<file path="config.mk">
export PLATFORM = sky130hd
export DESIGN_NAME = mem_stage
export DESIGN_NICKNAME = d
export VERILOG_FILES = /design/src/rtl/mem_stage.sv
export SDC_FILE = /design/constraint.sdc
export NUM_CORES = 1
export LEC_CHECK = 0
export ABC_CLOCK_PERIOD_IN_PS = 2100
export BUFFER_PORTS_ARGS = -buffer_cell sky130_fd_sc_hd__buf_4
export CORE_ASPECT_RATIO = 2
export CORE_MARGIN = 1.5
export CORE_UTILIZATION = 49
export CTS_CLUSTER_DIAMETER = 40
export DETAILED_ROUTE_END_ITERATION = 10
export GPL_ROUTABILITY_DRIVEN = 0
export PLACE_DENSITY = 0.79
export SLEW_MARGIN = 10
export SYNTH_ARGS = -nofsm -noshare
export SYNTH_HDL_FRONTEND = slang
export SYNTH_SLANG_ARGS = --single-unit
export TNS_END_PERCENT = 5
</file>
<file path="constraint.sdc">
create_clock -name clk -period 2.1 [get_ports clk]
set_input_delay 0.105 -clock clk [delete_from_list [all_inputs] [get_ports clk]]
set_output_delay 0.105 -clock clk [all_outputs]
set_load 0.05 [all_outputs]
</file>
<file path="src/rtl/mem_stage.sv">
// Memory-access pipeline stage: registers the EX->MEM bus, aligns and extends load
// data from the synchronous data SRAM, and holds that data stable across stalls.
module mem_stage #(
  parameter int EX_TO_MEM_WD = 80,
  parameter int MEM_TO_WB_WD = 70,
  parameter int MEM_TO_RF_WD = 38
) (
  input  logic                    clk,
  input  logic                    rst,
  input  logic [5:0]              stall,
  input  logic [EX_TO_MEM_WD-1:0] ex_to_mem_bus,
  input  logic [31:0]             data_sram_rdata,
  output logic [MEM_TO_WB_WD-1:0] mem_to_wb_bus,
  output logic [MEM_TO_RF_WD-1:0] mem_to_rf_bus
);

  logic [EX_TO_MEM_WD-1:0] bus_r;
  logic                    first;
  logic                    hold_vld;
  logic [31:0]             rdata_hold;

  logic [3:0]  sel;
  logic [31:0] pc;
  logic        ram_en;
  logic        sel_rf_res;
  logic        rf_we;
  logic [4:0]  rf_waddr;
  logic [31:0] ex_result;
  logic [1:0]  off;
  logic [31:0] rd;
  logic [7:0]  byte_field;
  logic [15:0] half_field;
  logic [31:0] load_data;
  logic [31:0] rf_wdata;
  logic        unused_bits;

  // The SRAM only presents read data for one cycle, so the first held cycle of an
  // instruction captures it; every later held cycle reuses the captured copy.
  always_ff @(posedge clk) begin
    if (rst) begin
      bus_r      <= '0;
      first      <= 1'b1;
      hold_vld   <= 1'b0;
      rdata_hold <= '0;
    end else if (!stall[3]) begin
      bus_r    <= ex_to_mem_bus;
      first    <= 1'b1;
      hold_vld <= 1'b0;
    end else if (!stall[4]) begin
      bus_r    <= '0;
      first    <= 1'b1;
      hold_vld <= 1'b0;
    end else begin
      first <= 1'b0;
      if (first) begin
        rdata_hold <= data_sram_rdata;
        hold_vld   <= 1'b1;
      end
    end
  end

  assign sel        = bus_r[79:76];
  assign pc         = bus_r[75:44];
  assign ram_en     = bus_r[43];
  assign sel_rf_res = bus_r[38];
  assign rf_we      = bus_r[37];
  assign rf_waddr   = bus_r[36:32];
  assign ex_result  = bus_r[31:0];
  assign off        = ex_result[1:0];
  assign rd         = hold_vld ? rdata_hold : data_sram_rdata;

  // Misaligned accesses are not trapped here; the low address bits pick the lane as-is.
  always_comb begin
    byte_field = rd[8*off +: 8];
    half_field = off[1] ? rd[31:16] : rd[15:0];
    load_data  = rd;
    if (sel[2]) begin
      load_data = {{24{byte_field[7] & ~sel[3]}}, byte_field};
    end else if (sel[1]) begin
      load_data = {{16{half_field[15] & ~sel[3]}}, half_field};
    end
  end

  assign rf_wdata      = (sel_rf_res & ram_en) ? load_data : ex_result;
  assign mem_to_wb_bus = {pc, rf_we, rf_waddr, rf_wdata};
  assign mem_to_rf_bus = {rf_we, rf_waddr, rf_wdata};

  assign unused_bits = ^{bus_r[42:39], sel[0], stall[5], stall[2:0]};

endmodule

</file>
==> impl_metrics.env, run 1 <==
export IMPL_required_ps=2000
export IMPL_io_buffers=218
export IMPL_dpl_cell_area_um2=6910
export IMPL_start_util_pct=50.0
export IMPL_switching_share_pct=32.0
export IMPL_p_seq_share_pct=40.5
export IMPL_period_needed_ps=2260
export IMPL_fp_dieH_um=155
export IMPL_cp_slowest_cell="dfxtp_4"
export IMPL_root_buffer="clkbuf_16"
export IMPL_top_layer_used="met4"
export IMPL_p_leak_nw=3.60
export IMPL_finalPower_mw=5.55
export IMPL_yosysSeqAreaShare_pct=38.7
export IMPL_finalClockSkew_ps=3.25
export IMPL_wl_met2_um=10400
export IMPL_met3_length_um=1390
export IMPL_worstSetupPathType="reg -> out"
export IMPL_peakVddDrop_v=0.000540
export IMPL_syn_inst=609
export IMPL_syn_area_um2=5640
export IMPL_min_path_type="in -> reg"
export IMPL_syn_nets=729
export IMPL_ys_types=31
export IMPL_cp_cell_sequence="buf_4 > mux2i_4 > a22oi_2 > a31o_1 > o32a_1 > buf_6"
export IMPL_reg2regPathDepth=4
export IMPL_crit_family="compound AO/OA/AOI/OAI gates"
export IMPL_insertion_delay_ps=340
export IMPL_ioPinCount=228
export IMPL_tightest_slew_ps=607
export IMPL_syn_avg_cell_area_um2=9.27
export IMPL_worst_slew_margin_rel_pct=59.5
export IMPL_ff2ff_setup_slack_ps=870
export IMPL_dpl_worst_slack_ps=68.8
export IMPL_grt_setup_unrepaired="true"
export IMPL_antenna_cells=0
export IMPL_setup_ws_ps=-165
export IMPL_hold_violations=0
export IMPL_via_count=5744
export IMPL_synthToLayoutAreaGrowth_pct=50.5
export IMPL_wl_per_cell_um=20.3
export IMPL_placementRows=55
export IMPL_wl_met1_um=6490
export IMPL_pwr_share_clk_pct=32.1
export IMPL_cp_startpoint="hold_vld$_SDFFE_PP0P_"
export IMPL_dp_cells=866
export IMPL_dieArea_um2=12200
export IMPL_critPathArrivalTime_ps=2160
export IMPL_firstDrtPassIters=5
export IMPL_whs_ps=6.91
export IMPL_hpwl_um=12200
export IMPL_crit_buf_inv=2
export IMPL_final_cells=966
export IMPL_drv_slew=0
export IMPL_core_area_um2=11300
export IMPL_grt_pass1_vias=5774
export IMPL_grt_pass1_wl_um=29300
export IMPL_overflow=0
export IMPL_finalCritPeriodShare_pct=108
export IMPL_violations="setup timing"
export IMPL_maxCapViolations=0
export IMPL_cp_slowest_stage_delay_ps=380
export IMPL_drc=0
export IMPL_r2r_start="first$_SDFF_PP1_"
export IMPL_htreeDepth=3
export IMPL_grt_max_degree=35
export IMPL_rr_endpoint="rdata_hold[16]$_SDFFE_PP0P_"
export IMPL_ant_nets=0
export IMPL_endpoint="mem_to_rf_bus[8]"
export IMPL_synth_seq_cells=109
export IMPL_antenna_found_initial=0
export IMPL_max_clock_path_buffers=2
export IMPL_clkTransAtPathRegs_ps=80
export IMPL_nFillCells=735
export IMPL_ys_warn_count=0
export IMPL_power_per_cell_area_nw_per_um2=654
export IMPL_drive_gt1_share_pct=41.9
export IMPL_nets=939
export IMPL_avgViaCountPerCell=5.95
export IMPL_setup_viol=64
export IMPL_switchingPower_mw=1.77
export IMPL_utilization_pct=75.3
export IMPL_clock_sinks=109
export IMPL_outcome="complete, but fails checks"
export IMPL_fmax_mhz=442
export IMPL_cp_start_kind="flop"
export IMPL_power_frac_comb_pct=27.4
export IMPL_wirelength_um=19600
export IMPL_cts_made_buffers=9
export IMPL_final_area_um2=8490
export IMPL_die_x_um=78.9
export IMPL_setup_tns_ps=-6490
export IMPL_cp_max_fo=6
export IMPL_end_kind="primary output"
export IMPL_internal_power_mw=3.78
export IMPL_critical_path_depth=6
export IMPL_first_iter_violations=527
export IMPL_cts_tree="built"
export IMPL_grt_usage_pct=30.9
-- area by class of cell --
class	instances	area, um2	area share, %
flip-flops and latches	109	2190	25.8
well taps	142	178	2.09
clock inverters	7	80.1	0.943
clock buffers	9	225	2.65
multi-input cells	371	2880	33.9
inverters	2	7.51	0.0884
repair buffers	326	2930	34.5
-- registers in the layout, indices dropped and copies added, names as in the netlist --
name / count
hold_vld: 1
rdata_hold: 32
first: 1
bus_r: 75
-- placed cells by master, fill, tap and decap left out, types with 3 or more instances in the layout --
master         netlist  routed
o221ai_2             0       8
a22o_1              74      74
buf_6                3      54
o21ai_2              0       5
mux2i_1             24      19
o32a_1               9       9
nand2_1            119     105
buf_4               79     192
dfxtp_1            109     105
o221ai_1            15       7
mux4_2              23      23
a22oi_2              0       7
inv_6                0       3
buf_12               0       4
clkbuf_16            0      10
nor2_1              21      19
nor2b_1              3       3
mux2i_4              0       3
a21oi_1             50      49
dlygate4sd3_1        0      73
nand2_2              0      14
-- kinds of logic (layout without fill, tap and decap cells) --
| family | after synthesis | count (layout) | synth area share (%) |
|---|---|---|---|
| AOI/OAI and AO/OA | 167 | 168 | 22.3 |
| DFF | 109 | 109 | 38.7 |
| buffers and inverters | 130 | 344 | 14.5 |
| and+or+nand+nor | 156 | 156 | 11.2 |
| muxes | 47 | 47 | 13.4 |
-- repair_timing --
item / 4_1_cts / 5_1_grt
buffers inserted: 7 / 1
hold buffers: 73 / 0
pin swaps: 8 / 19
gates cloned: 2 / 1
endpoints found under the setup margin: 64 / 64
resized for setup: 44 / 65
hold endpoints to repair: 73 / 0
-- worst min path at each step --
stage,from,endpoint,slack [ps],cells after the start
2_1_floorplan,ex_to_mem_bus[79],bus_r[79]$_SDFFE_PP0P_,210,2
3_3_place_gp,ex_to_mem_bus[79],bus_r[79]$_SDFFE_PP0P_,310,3
3_5_place_dp,ex_to_mem_bus[79],bus_r[79]$_SDFFE_PP0P_,320,3
4_1_cts,ex_to_mem_bus[21],bus_r[21]$_SDFFE_PP0P_,0.7,2
5_1_grt,ex_to_mem_bus[21],bus_r[21]$_SDFFE_PP0P_,10,2
6_report,ex_to_mem_bus[21],bus_r[21]$_SDFFE_PP0P_,7,2
-- layer usage --
| metal | vias up | global-route usage [%] |
|---|---|---|
| met3 | 101 | 6.49 |
| li1 | 2552 | - |
| met2 | 362 | 54.1 |
| met4 | 0 | 19.9 |
| met5 | - | 0 |
| met1 | 2729 | 32.8 |
-- cells in the mapped netlist --
master	instances	area (um2)
nand2_1	119	447
dfxtp_1	109	2180
buf_4	79	593
a22o_1	74	648
a21oi_1	50	250
clkbuf_1	31	116
mux2i_1	24	240
mux4_2	23	518
nor2_1	21	78.8
o221ai_1	15	131
o32a_1	9	90.1
a22oi_1	8	60.1
buf_2	8	40.0
buf_1	7	26.3
o21ai_0	6	30.0
and2_1	3	18.8
buf_6	3	33.8
nor2b_1	3	18.8
inv_1	2	7.51
nand2b_1	2	12.5
nand3_1	2	10.0
nand4_1	2	12.5
a31o_2	1	8.76
a31o_4	1	17.5
and3_1	1	6.26
nor4b_1	1	8.76
o21ai_1	1	5.00
o22ai_1	1	6.26
o32ai_1	1	8.76
or2_2	1	6.26
or4b_2	1	10.0
-- power by group through the flow --
stage | logic (mW) | registers (mW) | clock network, mW
after global routing | 1.58 | 2.26 | 1.86
after global placement | 1.24 | 2.28 | 0
after floorplan | 0.902 | 2.26 | 0
final | 1.52 | 2.25 | 1.78
after detailed placement | 1.26 | 2.29 | 0
after CTS | 1.43 | 2.24 | 1.78
(Power assumes the default switching activity.)
==> run 2, diff against run 1 <==
Settings changed: CORE_UTILIZATION 49 to 50, CTS_BUF_LIST set to sky130_fd_sc_hd__clkbuf_4, MAX_ROUTING_LAYER set to met4, PLACE_DENSITY 0.79 to 0.8.
==> run 2 against run 1 <==
Net effect:
- non-clock buffer count increased by 27
- global-route usage increased by 2.8 points
- core utilization increased by 4.6 points
- critical path depth unchanged
- die area decreased by 1.9%
- hold slack improved by 33 ps
- routed wire length increased by 15%
- setup slack got worse by 280 ps
- the run still ends with setup timing left
- total power decreased by 11%
- clock power decreased by 40%
==> impl_metrics.env, run 2 (same netlist as run 1, synthesis figures left out) <==
export IMPL_root_buffer="clkbuf_4"
export IMPL_synthToLayoutAreaGrowth_pct=55.0
export IMPL_required_ps=2000
export IMPL_outcome="complete, but fails checks"
export IMPL_setup_viol=64
export IMPL_final_area_um2=8750
export IMPL_cp_max_fo=31
export IMPL_utilization_pct=79.9
export IMPL_avgViaCountPerCell=6.21
export IMPL_grt_setup_unrepaired="true"
export IMPL_final_common_cell="buf_4"
export IMPL_firstDrtPassIters=6
export IMPL_worstSetupPathType="reg -> out"
export IMPL_finalClockSkew_ps=14.9
export IMPL_insertion_delay_ps=480
export IMPL_min_path_type="in -> reg"
export IMPL_cp_start_kind="flop"
export IMPL_grt_pass1_wl_um=30800
export IMPL_clkTransAtPathRegs_ps=180
export IMPL_grt_pass1_vias=6041
export IMPL_maxCapViolations=0
export IMPL_core_area_um2=10900
export IMPL_drc=0
export IMPL_overflow=0
export IMPL_power_per_cell_area_nw_per_um2=564
export IMPL_antenna_found_initial=2
export IMPL_grt_max_degree=49
export IMPL_ant_nets=0
export IMPL_end_kind="primary output"
export IMPL_setup_ws_ps=-443
export IMPL_dpl_cell_area_um2=6860
export IMPL_dieArea_um2=12000
export IMPL_cts_tree="built"
export IMPL_drv_slew=0
export IMPL_nFillCells=622
export IMPL_via_count=6182
export IMPL_max_clock_path_buffers=2
export IMPL_grt_usage_pct=33.7
export IMPL_whs_path_depth=2
export IMPL_drive_gt1_share_pct=40.7
export IMPL_reg2regPathDepth=4
export IMPL_htreeDepth=3
export IMPL_largest_reg_flops=75
export IMPL_peakVddDrop_v=0.000421
export IMPL_first_iter_violations=901
export IMPL_final_cell_mix="179 x buf_4, 107 x dlygate4sd3_1, 106 x dfxtp_1, 104 x nand2_1, 74 x a22o_1"
export IMPL_largestRegisters="bus_r (75), rdata_hold (32)"
export IMPL_period_needed_ps=2540
export IMPL_fmax_mhz=393
export IMPL_p_leak_nw=3.65
export IMPL_io_buffers=218
export IMPL_wirelength_um=22600
export IMPL_clock_sinks=109
export IMPL_hpwl_um=12400
export IMPL_wl_per_cell_um=22.7
export IMPL_cts_made_buffers=9
export IMPL_tightest_slew_ps=539
export IMPL_placementRows=54
export IMPL_ioPinCount=228
export IMPL_worst_slew_margin_rel_pct=63.0
export IMPL_nets=967
export IMPL_violations="setup timing"
export IMPL_finalCritPeriodShare_pct=121
export IMPL_hold_violations=0
export IMPL_critPathArrivalTime_ps=2440
export IMPL_fp_dieH_um=153
export IMPL_die_x_um=78.1
export IMPL_top_register="bus_r"
export IMPL_start_util_pct=51.6
## run 2: cell count changes in the layout (fill, tap and decap cells not counted), sizes merged
cell / before / now
a31o: 3 / 4
buf: 251 / 244
bufinv: 1 / 0
clkinv: 1 / 2
diode: 0 / 3
dlygate4sd3: 73 / 107
## run 2: final timing paths
check	from	slack, ps	endpoint
worst max-delay path	hold_vld$_SDFFE_PP0P_	-440	mem_to_rf_bus[19]
worst min-delay path	rst	40	rdata_hold[24]$_SDFFE_PP0P_
worst max register to register	first$_SDFF_PP1_	820	rdata_hold[31]$_SDFFE_PP0P_
worst min register to register	rdata_hold[0]$_SDFFE_PP0P_	490	rdata_hold[0]$_SDFFE_PP0P_
## run 2: critical path, cell delays in order (launching register included)
cell and delay [ps]:
dfxtp_4 470, buf_6 330, mux2i_1 540, nor2_1 170, o221ai_4 180, nand2_2 100
buf_6 160
## run 2: cell type report
cell class                      count  area [um2]  share of cell area, %
Antenna cell                        3        7.51                 0.0858
Timing Repair Buffer              353        3230                   36.9
Sequential cell                   109        2190                   25.1
Tap cell                          140         175                   2.00
Inverter                            2        7.51                 0.0858
Multi-Input combinational cell    372        3000                   34.3
Clock inverter                      7        65.1                  0.744
Clock buffer                        9        67.6                  0.773
## run 2: repair_timing
item / in CTS / in global routing
pin swaps: 7 / 33
cloned: 2 / 2
buffers inserted: 1 / 3
resized for setup: 32 / 96
endpoints found under the hold margin: 107 / 0
endpoints found under the setup margin: 64 / 64
hold buffers: 107 / 0
## run 2: per-stage QoR
| step | TNS, ps | setup WS [ps] | power (mW) | cells | hold slack (ps) |
|---|---|---|---|---|---|
| floorplan | -2990 | -197 | 3.16 | 609 | 214 |
| global placement | 0 | 164 | 3.51 | 861 | 318 |
| detailed placement | 0 | 109 | 3.54 | 861 | 319 |
| CTS | -18150 | -306 | 4.76 | 987 | 13.1 |
| global route | -22860 | -492 | 5.07 | 994 | 41.6 |
| finish | -19220 | -443 | 4.93 | 995 | 40.0 |
## run 2: report_power, final
group | switching (mW) | internal, mW | total (mW) | leakage (nW)
clock | 0.786 | 0.273 | 1.06 | 0.0710
sequential | 0.0921 | 2.17 | 2.26 | 0.897
combinational | 0.907 | 0.703 | 1.61 | 2.69
## run 2: routing by layer
metal | GRT usage (%) | wire length [um] | up-vias
li1 | - | - | 2609
met1 | 35.4 | 7410 | 2907
met2 | 57.5 | 11600 | 515
met3 | 5.07 | 1880 | 151
met4 | 21.5 | 1690 | 0
met5 | - | 0 | -
